--- config.mk ---
export PLATFORM = sky130hd
export DESIGN_NAME = hdlc_rx_deframer
export DESIGN_NICKNAME = d
export VERILOG_FILES = /design/src/rtl/hdlc_rx_deframer.sv
export SDC_FILE = /design/constraint.sdc
export NUM_CORES = 1
export LEC_CHECK = 0
export CORE_MARGIN = 4
export CORE_UTILIZATION = 45
export CTS_BUF_LIST = sky130_fd_sc_hd__clkbuf_8 sky130_fd_sc_hd__clkbuf_16
export CTS_CLUSTER_DIAMETER = 150
export DETAILED_ROUTE_END_ITERATION = 8
export PLACE_DENSITY_LB_ADDON = 0.1
export SETUP_SLACK_MARGIN = 0.05
export SYNTH_ARGS = -nofsm -noshare
export SYNTH_HDL_FRONTEND = slang
export SYNTH_SLANG_ARGS = --single-unit
--- constraint.sdc ---
create_clock -name clk -period 5.65 [get_ports clk]
set_clock_uncertainty 0.2 [all_clocks]
set_input_delay 0.8475 -clock clk [delete_from_list [all_inputs] [get_ports clk]]
set_output_delay 0.8475 -clock clk [all_outputs]
set_load 0.01 [all_outputs]
--- src/rtl/hdlc_rx_deframer.sv ---
// HDLC receive deframer: flag/abort detection, zero removal and LSB-first byte assembly.
// Emits per-byte strobes and frame start/stop/error/abort/overflow/end pulses.
module hdlc_rx_deframer #(
    parameter int unsigned MIN_FRAME_BYTES = 4,
    parameter int unsigned MAX_FRAME_BYTES = 130
) (
    input  logic       clk,
    input  logic       rst_n,
    input  logic       rx_i,
    input  logic       rx_en_i,
    output logic       rx_flag_detect_o,
    output logic       rx_abort_detect_o,
    output logic       rx_valid_frame_o,
    output logic       rx_new_byte_o,
    output logic [7:0] rx_data_o,
    output logic       rx_start_fcs_o,
    output logic       rx_stop_fcs_o,
    output logic       rx_frame_error_o,
    output logic       rx_overflow_o,
    output logic       rx_eof_o
);

    localparam int unsigned DW  = 8;
    localparam int unsigned BCW = 8;

    localparam logic [1:0] ST_HUNT  = 2'd0;
    localparam logic [1:0] ST_OPEN  = 2'd1;
    localparam logic [1:0] ST_FRAME = 2'd2;

    logic [1:0]     state_q, state_d;
    logic           rx_d_q, rx_d_d;
    logic [DW-1:0]  win_q, win_d;
    logic [DW-1:0]  vld_q, vld_d;
    logic [2:0]     ones_q, ones_d;
    logic [2:0]     bit_cnt_q, bit_cnt_d;
    logic [BCW-1:0] byte_cnt_q, byte_cnt_d;
    logic [DW-1:0]  sh_q, sh_d;
    logic [DW-1:0]  data_q, data_d;
    logic           ovf_done_q, ovf_done_d;
    logic           valid_q, valid_d;
    logic           flag_q, flag_d;
    logic           abort_q, abort_d;
    logic           new_byte_q, new_byte_d;
    logic           start_q, start_d;
    logic           stop_q, stop_d;
    logic           err_q, err_d;
    logic           ovf_q, ovf_d;
    logic           fall_q, fall_d;
    logic           eof_q, eof_d;

    logic flag_hit;
    logic abort_hit;
    logic keep;

    // Window is time-ordered: bit 7 is the oldest sample, bit 0 the newest.
    assign flag_hit  = (win_q == 8'h7E);
    assign abort_hit = (win_q == 8'h7F);

    always_comb begin
        state_d    = state_q;
        rx_d_d     = rx_i;
        win_d      = {win_q[DW-2:0], rx_d_q};
        vld_d      = {vld_q[DW-2:0], 1'b1};
        ones_d     = ones_q;
        bit_cnt_d  = bit_cnt_q;
        byte_cnt_d = byte_cnt_q;
        sh_d       = sh_q;
        data_d     = data_q;
        ovf_done_d = ovf_done_q;
        valid_d    = valid_q;
        flag_d     = flag_hit;
        abort_d    = abort_hit;
        new_byte_d = 1'b0;
        start_d    = 1'b0;
        stop_d     = 1'b0;
        err_d      = 1'b0;
        ovf_d      = 1'b0;
        fall_d     = 1'b0;
        eof_d      = fall_q;
        keep       = 1'b0;

        if (flag_hit || abort_hit) begin
            // Pattern bits still in the window must never reach the assembler.
            vld_d      = 8'h01;
            ones_d     = 3'd0;
            bit_cnt_d  = 3'd0;
            byte_cnt_d = '0;
            ovf_done_d = 1'b0;
            if (state_q == ST_FRAME) begin
                valid_d = 1'b0;
                fall_d  = 1'b1;
                if (flag_hit) begin
                    stop_d = 1'b1;
                    err_d  = (bit_cnt_q != 3'd0) || (byte_cnt_q < BCW'(MIN_FRAME_BYTES));
                end
            end
            state_d = abort_hit ? ST_HUNT : ST_OPEN;
        end else if (vld_q[DW-1]) begin
            if (win_q[DW-1]) begin
                ones_d = (ones_q == 3'd7) ? ones_q : ones_q + 3'd1;
                keep   = 1'b1;
            end else begin
                ones_d = 3'd0;
                keep   = (ones_q != 3'd5);
            end
            if (keep && (state_q != ST_HUNT)) begin
                if (state_q == ST_OPEN) begin
                    state_d = ST_FRAME;
                    valid_d = 1'b1;
                    start_d = 1'b1;
                end
                sh_d      = {win_q[DW-1], sh_q[DW-1:1]};
                bit_cnt_d = bit_cnt_q + 3'd1;
                if (bit_cnt_q == 3'd7) begin
                    new_byte_d = 1'b1;
                    data_d     = {win_q[DW-1], sh_q[DW-1:1]};
                    if (byte_cnt_q == BCW'(MAX_FRAME_BYTES)) begin
                        ovf_d      = ~ovf_done_q;
                        ovf_done_d = 1'b1;
                    end else begin
                        byte_cnt_d = byte_cnt_q + BCW'(1);
                    end
                end
            end
        end

        // Receiver disabled: synchronous flush to the reset state.
        if (!rx_en_i) begin
            state_d    = ST_HUNT;
            rx_d_d     = 1'b1;
            win_d      = 8'hFF;
            vld_d      = '0;
            ones_d     = 3'd0;
            bit_cnt_d  = 3'd0;
            byte_cnt_d = '0;
            sh_d       = '0;
            data_d     = '0;
            ovf_done_d = 1'b0;
            valid_d    = 1'b0;
            flag_d     = 1'b0;
            abort_d    = 1'b0;
            new_byte_d = 1'b0;
            start_d    = 1'b0;
            stop_d     = 1'b0;
            err_d      = 1'b0;
            ovf_d      = 1'b0;
            fall_d     = 1'b0;
            eof_d      = 1'b0;
        end
    end

    always_ff @(posedge clk or negedge rst_n) begin
        if (!rst_n) begin
            state_q    <= ST_HUNT;
            rx_d_q     <= 1'b1;
            win_q      <= 8'hFF;
            vld_q      <= '0;
            ones_q     <= 3'd0;
            bit_cnt_q  <= 3'd0;
            byte_cnt_q <= '0;
            sh_q       <= '0;
            data_q     <= '0;
            ovf_done_q <= 1'b0;
            valid_q    <= 1'b0;
            flag_q     <= 1'b0;
            abort_q    <= 1'b0;
            new_byte_q <= 1'b0;
            start_q    <= 1'b0;
            stop_q     <= 1'b0;
            err_q      <= 1'b0;
            ovf_q      <= 1'b0;
            fall_q     <= 1'b0;
            eof_q      <= 1'b0;
        end else begin
            state_q    <= state_d;
            rx_d_q     <= rx_d_d;
            win_q      <= win_d;
            vld_q      <= vld_d;
            ones_q     <= ones_d;
            bit_cnt_q  <= bit_cnt_d;
            byte_cnt_q <= byte_cnt_d;
            sh_q       <= sh_d;
            data_q     <= data_d;
            ovf_done_q <= ovf_done_d;
            valid_q    <= valid_d;
            flag_q     <= flag_d;
            abort_q    <= abort_d;
            new_byte_q <= new_byte_d;
            start_q    <= start_d;
            stop_q     <= stop_d;
            err_q      <= err_d;
            ovf_q      <= ovf_d;
            fall_q     <= fall_d;
            eof_q      <= eof_d;
        end
    end

    assign rx_flag_detect_o  = flag_q;
    assign rx_abort_detect_o = abort_q;
    assign rx_valid_frame_o  = valid_q;
    assign rx_new_byte_o     = new_byte_q;
    assign rx_data_o         = data_q;
    assign rx_start_fcs_o    = start_q;
    assign rx_stop_fcs_o     = stop_q;
    assign rx_frame_error_o  = err_q;
    assign rx_overflow_o     = ovf_q;
    assign rx_eof_o          = eof_q;

endmodule

==> impl_metrics.yaml, run 1 <==
run:
  cap_violations: 0
clock_network:
  clockRootBuffer: "clkbuf_8"
  cts_resized: 0
  cts.hold.buffers_added: 0
  post_cts_buffers: 0
  insertion_delay_ns: 0.32
  cts_tree: "built"
  clk_pin_slew_worst_paths_ns: 0.06
  h-tree-depth: 3
  cts_buffers: 9
  cts.path.max_buffers: 2
  clock_sinks: 59
worst_setup_path:
  ff2ff_setup_slack_ns: 3.22
  path_max_fanout: 30
  rr_startpoint: "win_q[7]"
  startpoint_type: "input port"
  slowest_delay_ns: 0.45
  crit_family: "buffers and inverters"
  critPathRequiredTime_ns: 5.65
  endpoint_kind: "flip-flop"
  crit_arrival_ns: 2.66
  path_cells: "clkdlybuf4s50_1 -> buf_4 -> inv_1 -> a21o_1 -> nor2_1 -> mux2_2"
  crit_cells: 6
  critical_path_class: "input port to flip-flop"
  r2r_cells: 4
  critPathSlowestCell: "a21o_1"
  cp_num_buf_inv: 3
  r2r-end: "byte_cnt_q[2]"
global_route:
  grt_pass1_vias: 1643
  antenna_found_initial: 0
  grt_overflow: 0
  grtUsageTotal_pct: 15.8
  grt_pass1_wl_um: 7950
  grt_max_degree: 60
routing:
  drc: 0
  vias: 1674
  ant_nets: 0
  wl_per_cell_um: 14.5
  drt_wl_total_um: 4710
  drt_iter0_drc: 93
  drt-pass1-iter-count: 4
  via_per_inst: 5.17
hold_path:
  min_path_cells: 1
  min-delay-path-class: "flip-flop to flip-flop"
  hold_start: "ovf_done_q"
  holdPathEnd: "rx_overflow_o"
die:
  start_util_pct: 47.6
  die_x_um: 82.4
  row_count: 26
  pin_count: 21
  chipHeight_um: 82.4
  core_area_mm2: 0.00524
  dieArea_mm2: 0.00679
run_status:
  status: "finished, final reports clean"
layout:
  drive_gt1_share_pct: 10.6
  areaGrowthSynthToFinish_pct: 16.7
  num_antenna_cells: 0
  fin_nets: 261
  fin_util_pct: 55.5
  fin_area_mm2: 0.00291
  stdcell_count: 324
sta:
  finalCriticalPeriod_ns: 2.65
  fin_crit_sh_pct: 46.9
  setup_viol: 0
  hold_slack_ns: 0.248
  slew_viol_final: 0
  fin_ws_ns: 3.00
  rsz0062_at_grt: "no"
  slew-limit-headroom_pct: 43.6
  worst_slew_pin_slew_ns: 0.843
  finalSetupTns_ns: 0
  hold_viol: 0
  fmax_mhz: 377
synthesis:
  synthCells: 228
  avgSynthCellArea_um2: 10.9
  syn_area_mm2: 0.00249
  synth_mux_area_share_pct: 3.67
  yosys_warnings: 0
  synth_top_family_by_area: "simple AND/OR/NAND/NOR gates"
  synth_fa_ha_area_share_pct: 4.02
  synth-seq-cells: 59
  synth_compound_area_share_pct: 7.79
  yosys.area_share.xor_xnor_pct: 1.76
  yosys.area_share.simple_pct: 19.9
  synthDistinctLibCells: 33
  ys_seq_area_share_pct: 59.7
  synthesis.nets: 240
pwr:
  power.static_leakage_nw: 1.34
  powerDensity_mw_per_mm2: 267
  report.power.total_uw: 776
  vdd_ir_drop_max_mv: 0.195
placement:
  place_ws_ns: 2.64
  dp.cells: 308
  place_area_mm2: 0.00273
  dpl.hpwl_um: 3030
  place.gp.congestion: 0.775
  io_buffer_count: 20
synth_stat cells (all sizes together):
cell type  instances  share of area [%]
a21o               2               0.60
a21oi             17                3.4
a311oi             1               0.35
and2               3               0.75
and3              11                2.8
and3b              1               0.35
and4b              1               0.40
buf                4                1.0
clkbuf             8                1.2
dfrtp             50                 50
dfstp              9                9.5
ha                 8                4.0
inv                6               0.90
mux2               1               0.45
mux2i              8                3.2
nand2             15                2.3
nand2b            10                2.5
nand3             18                3.6
nand3b             2               0.60
nand4              2               0.50
nor2              17                2.6
nor3               5                1.0
nor3b              2               0.60
nor4               5                1.3
o211ai             1               0.30
o21a               2               0.60
o21ai             11                2.2
o31ai              1               0.30
or2                1               0.35
or4b               1               0.40
xnor2              5                1.8
metal layers:
layer / vias to the layer above / routed length [um] / GRT usage [%]
li1: 838 / - / -
met1: 805 / 2290 / 22.4
met2: 27 / 2210 / 23.2
met3: 4 / 171 / 3.58
met4: 0 / 35 / 6.98
met5: - / 0 / 0
state kept, by name, indices dropped and copies added, names as in the netlist:
| register | flops |
|---|---|
| bit_cnt_q | 3 |
| byte_cnt_q | 8 |
| fall_q | 1 |
| ones_q | 3 |
| ovf_done_q | 1 |
| rx_abort_detect_o | 1 |
| rx_d_q | 1 |
| rx_data_o | 8 |
| rx_eof_o | 1 |
| rx_flag_detect_o | 1 |
| rx_frame_error_o | 1 |
| rx_new_byte_o | 1 |
| rx_overflow_o | 1 |
| rx_start_fcs_o | 1 |
| rx_stop_fcs_o | 1 |
| rx_valid_frame_o | 1 |
| sh_q | 7 |
| state_q | 2 |
| vld_q | 8 |
| win_q | 8 |
cells by family after synthesis:
logic type | after synthesis
AO/OA/AOI/OAI | 35
XOR/XNOR | 5
adder cells (fa/ha/maj) | 8
buffers and inverters | 18
flip-flops | 59
multiplexers | 9
AND/OR/NAND/NOR | 94
power by group:
group | switching (mW) | internal (mW)
clock | 0.152 | 0.177
sequential | 0.000890 | 0.426
combinational | 0.0154 | 0.00442
area by class of cell:
class,count,area (um2)
clock inverters,5,21.3
inverters,6,22.5
flip-flops and latches,59,1490
fillers,452,2330
repair buffers,22,210
clock buffers,11,151
multi-input cells,151,926
well taps,70,87.6
worst max-delay path by stage:
stage | startpoint | end
after floorplan | ones_q[0] | byte_cnt_q[3]
after global placement | rx_en_i | byte_cnt_q[2]
after detailed placement | rx_en_i | byte_cnt_q[2]
after CTS | rx_en_i | byte_cnt_q[2]
after global routing | rx_en_i | byte_cnt_q[2]
final | rx_en_i | byte_cnt_q[2]
cells in the final DEF (no fill, tap or decap), drive strengths merged, types with 2 or more instances in the layout:
| master | netlist | layout |
|---|---|---|
| a21o | 2 | 2 |
| a21oi | 17 | 17 |
| and2 | 3 | 3 |
| and3 | 11 | 11 |
| buf | 4 | 3 |
| clkbuf | 8 | 11 |
| clkdlybuf4s50 | 0 | 19 |
| clkinv | 0 | 2 |
| dfrtp | 50 | 50 |
| dfstp | 9 | 9 |
| ha | 8 | 8 |
| inv | 6 | 9 |
| mux2i | 8 | 8 |
| nand2 | 15 | 15 |
| nand2b | 10 | 10 |
| nand3 | 18 | 18 |
| nand3b | 2 | 2 |
| nand4 | 2 | 2 |
| nor2 | 17 | 17 |
| nor3 | 5 | 5 |
| nor3b | 2 | 2 |
| nor4 | 5 | 5 |
| o21a | 2 | 2 |
| o21ai | 11 | 11 |
| xnor2 | 5 | 5 |
No activity file was read; power rests on OpenSTA's default activity.
==> inputs of run 2 (changes only) <==
clock period = 2.25 ns   (was 5.65 ns; I/O delays follow)
==> run 2 against run 1 <==
First-iteration DRC count up 68%. Register-to-register slack worse by 3.0 ns. Count of clock-buffer cells in the layout up 2. Power rose to 3.0 times the previous value. Worst setup slack worse by 2.8 ns. Worst hold slack worse by 0.0046 ns. Global-route usage up 2.1 points. Die area unchanged. Cell count up 4.0%. Sequential cell count unchanged. Routed wire length up 10%. Design area up 6.5%. Critical endpoint is now byte_cnt_q[3]. Largest cell class unchanged.
==> impl_metrics.yaml, run 2 (synthesis results as in run 1) <==
run_status:
  status: "finished, final reports clean"
layout:
  final_common_cell: "dfrtp_1"
  drive_gt1_share_pct: 16.1
  num_antenna_cells: 0
  areaGrowthSynthToFinish_pct: 24.3
  fin_util_pct: 59.1
  fillers: 456
  fin_nets: 274
  mostFrequentLayoutCells: "dfrtp_1, clkdlybuf4s50_1, nand3_1, a21oi_1, nor2_1"
global_route:
  grt_overflow: 0
  antenna_found_initial: 0
  grt_max_degree: 28
  grt_pass1_wl_um: 8900
  grtUsageTotal_pct: 17.9
  grt_pass1_vias: 1750
die:
  dieArea_mm2: 0.00679
  start_util_pct: 47.6
  pin_count: 21
  row_count: 26
  chipHeight_um: 82.4
  core_area_mm2: 0.00524
  die_x_um: 82.4
routing:
  drc: 0
  ant_nets: 0
  drt-pass1-iter-count: 4
  vias: 1789
  drt_wl_total_um: 5200
  drt_iter0_drc: 156
  wl_per_cell_um: 15.4
  via_per_inst: 5.31
worst_setup_path:
  r2r-end: "byte_cnt_q[3]"
  critical_path_class: "flip-flop to flip-flop"
  critPathRequiredTime_ns: 2.31
  path_max_fanout: 13
  endpoint_kind: "flip-flop"
  ff2ff_setup_slack_ns: 0.21
  startpoint_type: "flip-flop"
  crit_arrival_ns: 2.10
  r2r_cells: 5
  rr_startpoint: "ones_q[0]"
hold_path:
  min-delay-path-class: "flip-flop to flip-flop"
  hold_start: "ovf_done_q"
  holdPathEnd: "rx_overflow_o"
  min_path_cells: 1
pwr:
  vdd_ir_drop_max_mv: 0.478
  swShare_pct: 20.0
  p_sw_uw: 459
  powerDensity_mw_per_mm2: 741
  internal_power_mw: 1.83
  p_comb_share_pct: 2.7
  seqPwrFrac_pct: 46.7
  clock_power_share_pct: 50.6
  power.static_leakage_nw: 1.43
clock_network:
  cts_buffers: 9
  clk_pin_slew_worst_paths_ns: 0.07
  h-tree-depth: 3
  post_cts_buffers: 0
  cts_tree: "built"
  insertion_delay_ns: 0.34
  clock_sinks: 59
  clockRootBuffer: "clkbuf_8"
  cts.path.max_buffers: 2
placement:
  place.gp.congestion: 0.758
  dpl.hpwl_um: 3520
  io_buffer_count: 20
sta:
  hold_slack_ns: 0.243
  slew_viol_final: 0
  slew-limit-headroom_pct: 69.3
  hold_viol: 0
  finalCriticalPeriod_ns: 2.04
  finalSetupTns_ns: 0
  fin_crit_sh_pct: 90.9
  fmax_mhz: 489
  setup_viol: 0
  rsz0062_at_grt: "no"
  worst_slew_pin_slew_ns: 0.460
run:
  cap_violations: 0
==> run 2: area by class of cell <==
cell class / instances / area, um2 / area share (%)
sequential: 59 / 1490 / 48.1
multi-input combinational: 151 / 928 / 30.0
inverter: 6 / 22.5 / 0.728
tap: 70 / 87.6 / 2.83
clock buffer: 13 / 179 / 5.78
timing repair buffer: 35 / 323 / 10.4
clock inverter: 3 / 67.6 / 2.18
==> run 2: power by group through the flow <==
stage,Combinational (mW),Clock (mW),Sequential [mW]
2_1_floorplan,0.0195,0,1.09
3_3_place_gp,0.0621,0,1.09
3_5_place_dp,0.0622,0,1.09
4_1_cts,0.0637,1.18,1.07
5_1_grt,0.0696,1.23,1.07
6_report,0.0610,1.16,1.07
==> run 2: metrics by stage <==
stage                     instance area [um2]  cells  worst slack (ns)  total power, mW
after floorplan                          2490    228             0.238             1.11
after global placement                   2840    320             0.253             1.15
after detailed placement                 2840    320             0.221             1.15
after CTS                                3090    337             0.192             2.32
after global routing                     3100    337             0.112             2.37
final                                    3100    337             0.206             2.29
==> run 2: how the worst max path moves through the flow <==
stage,cells past startpoint,start,endpoint,slack [ns]
after floorplan,6,ones_q[0],byte_cnt_q[3],0.24
after global placement,5,ones_q[0],byte_cnt_q[3],0.25
after detailed placement,5,ones_q[0],byte_cnt_q[3],0.22
after CTS,5,ones_q[0],byte_cnt_q[3],0.19
after global routing,6,bit_cnt_q[0],byte_cnt_q[3],0.11
final,5,ones_q[0],byte_cnt_q[3],0.21
==> run 2: critical path: stages (launching register included) <==
cell	delay [ns]
dfrtp_1	0.41
ha_1	0.20
and3b_1	0.19
or2_4	0.31
or4b_1	0.52
a21oi_1	0.15
==> run 2: timing repair <==
item	in CTS	in global routing
resized for setup	0	1
hold endpoints to repair	11	0
setup endpoints to repair	0	1
hold buffers	1	0
==> run 2: metal layers <==
layer	routed length (um)	GRT usage [%]
met2	2340	24.8
met4	99	8.31
met1	2510	25.5
met3	246	5.42
met5	0	0
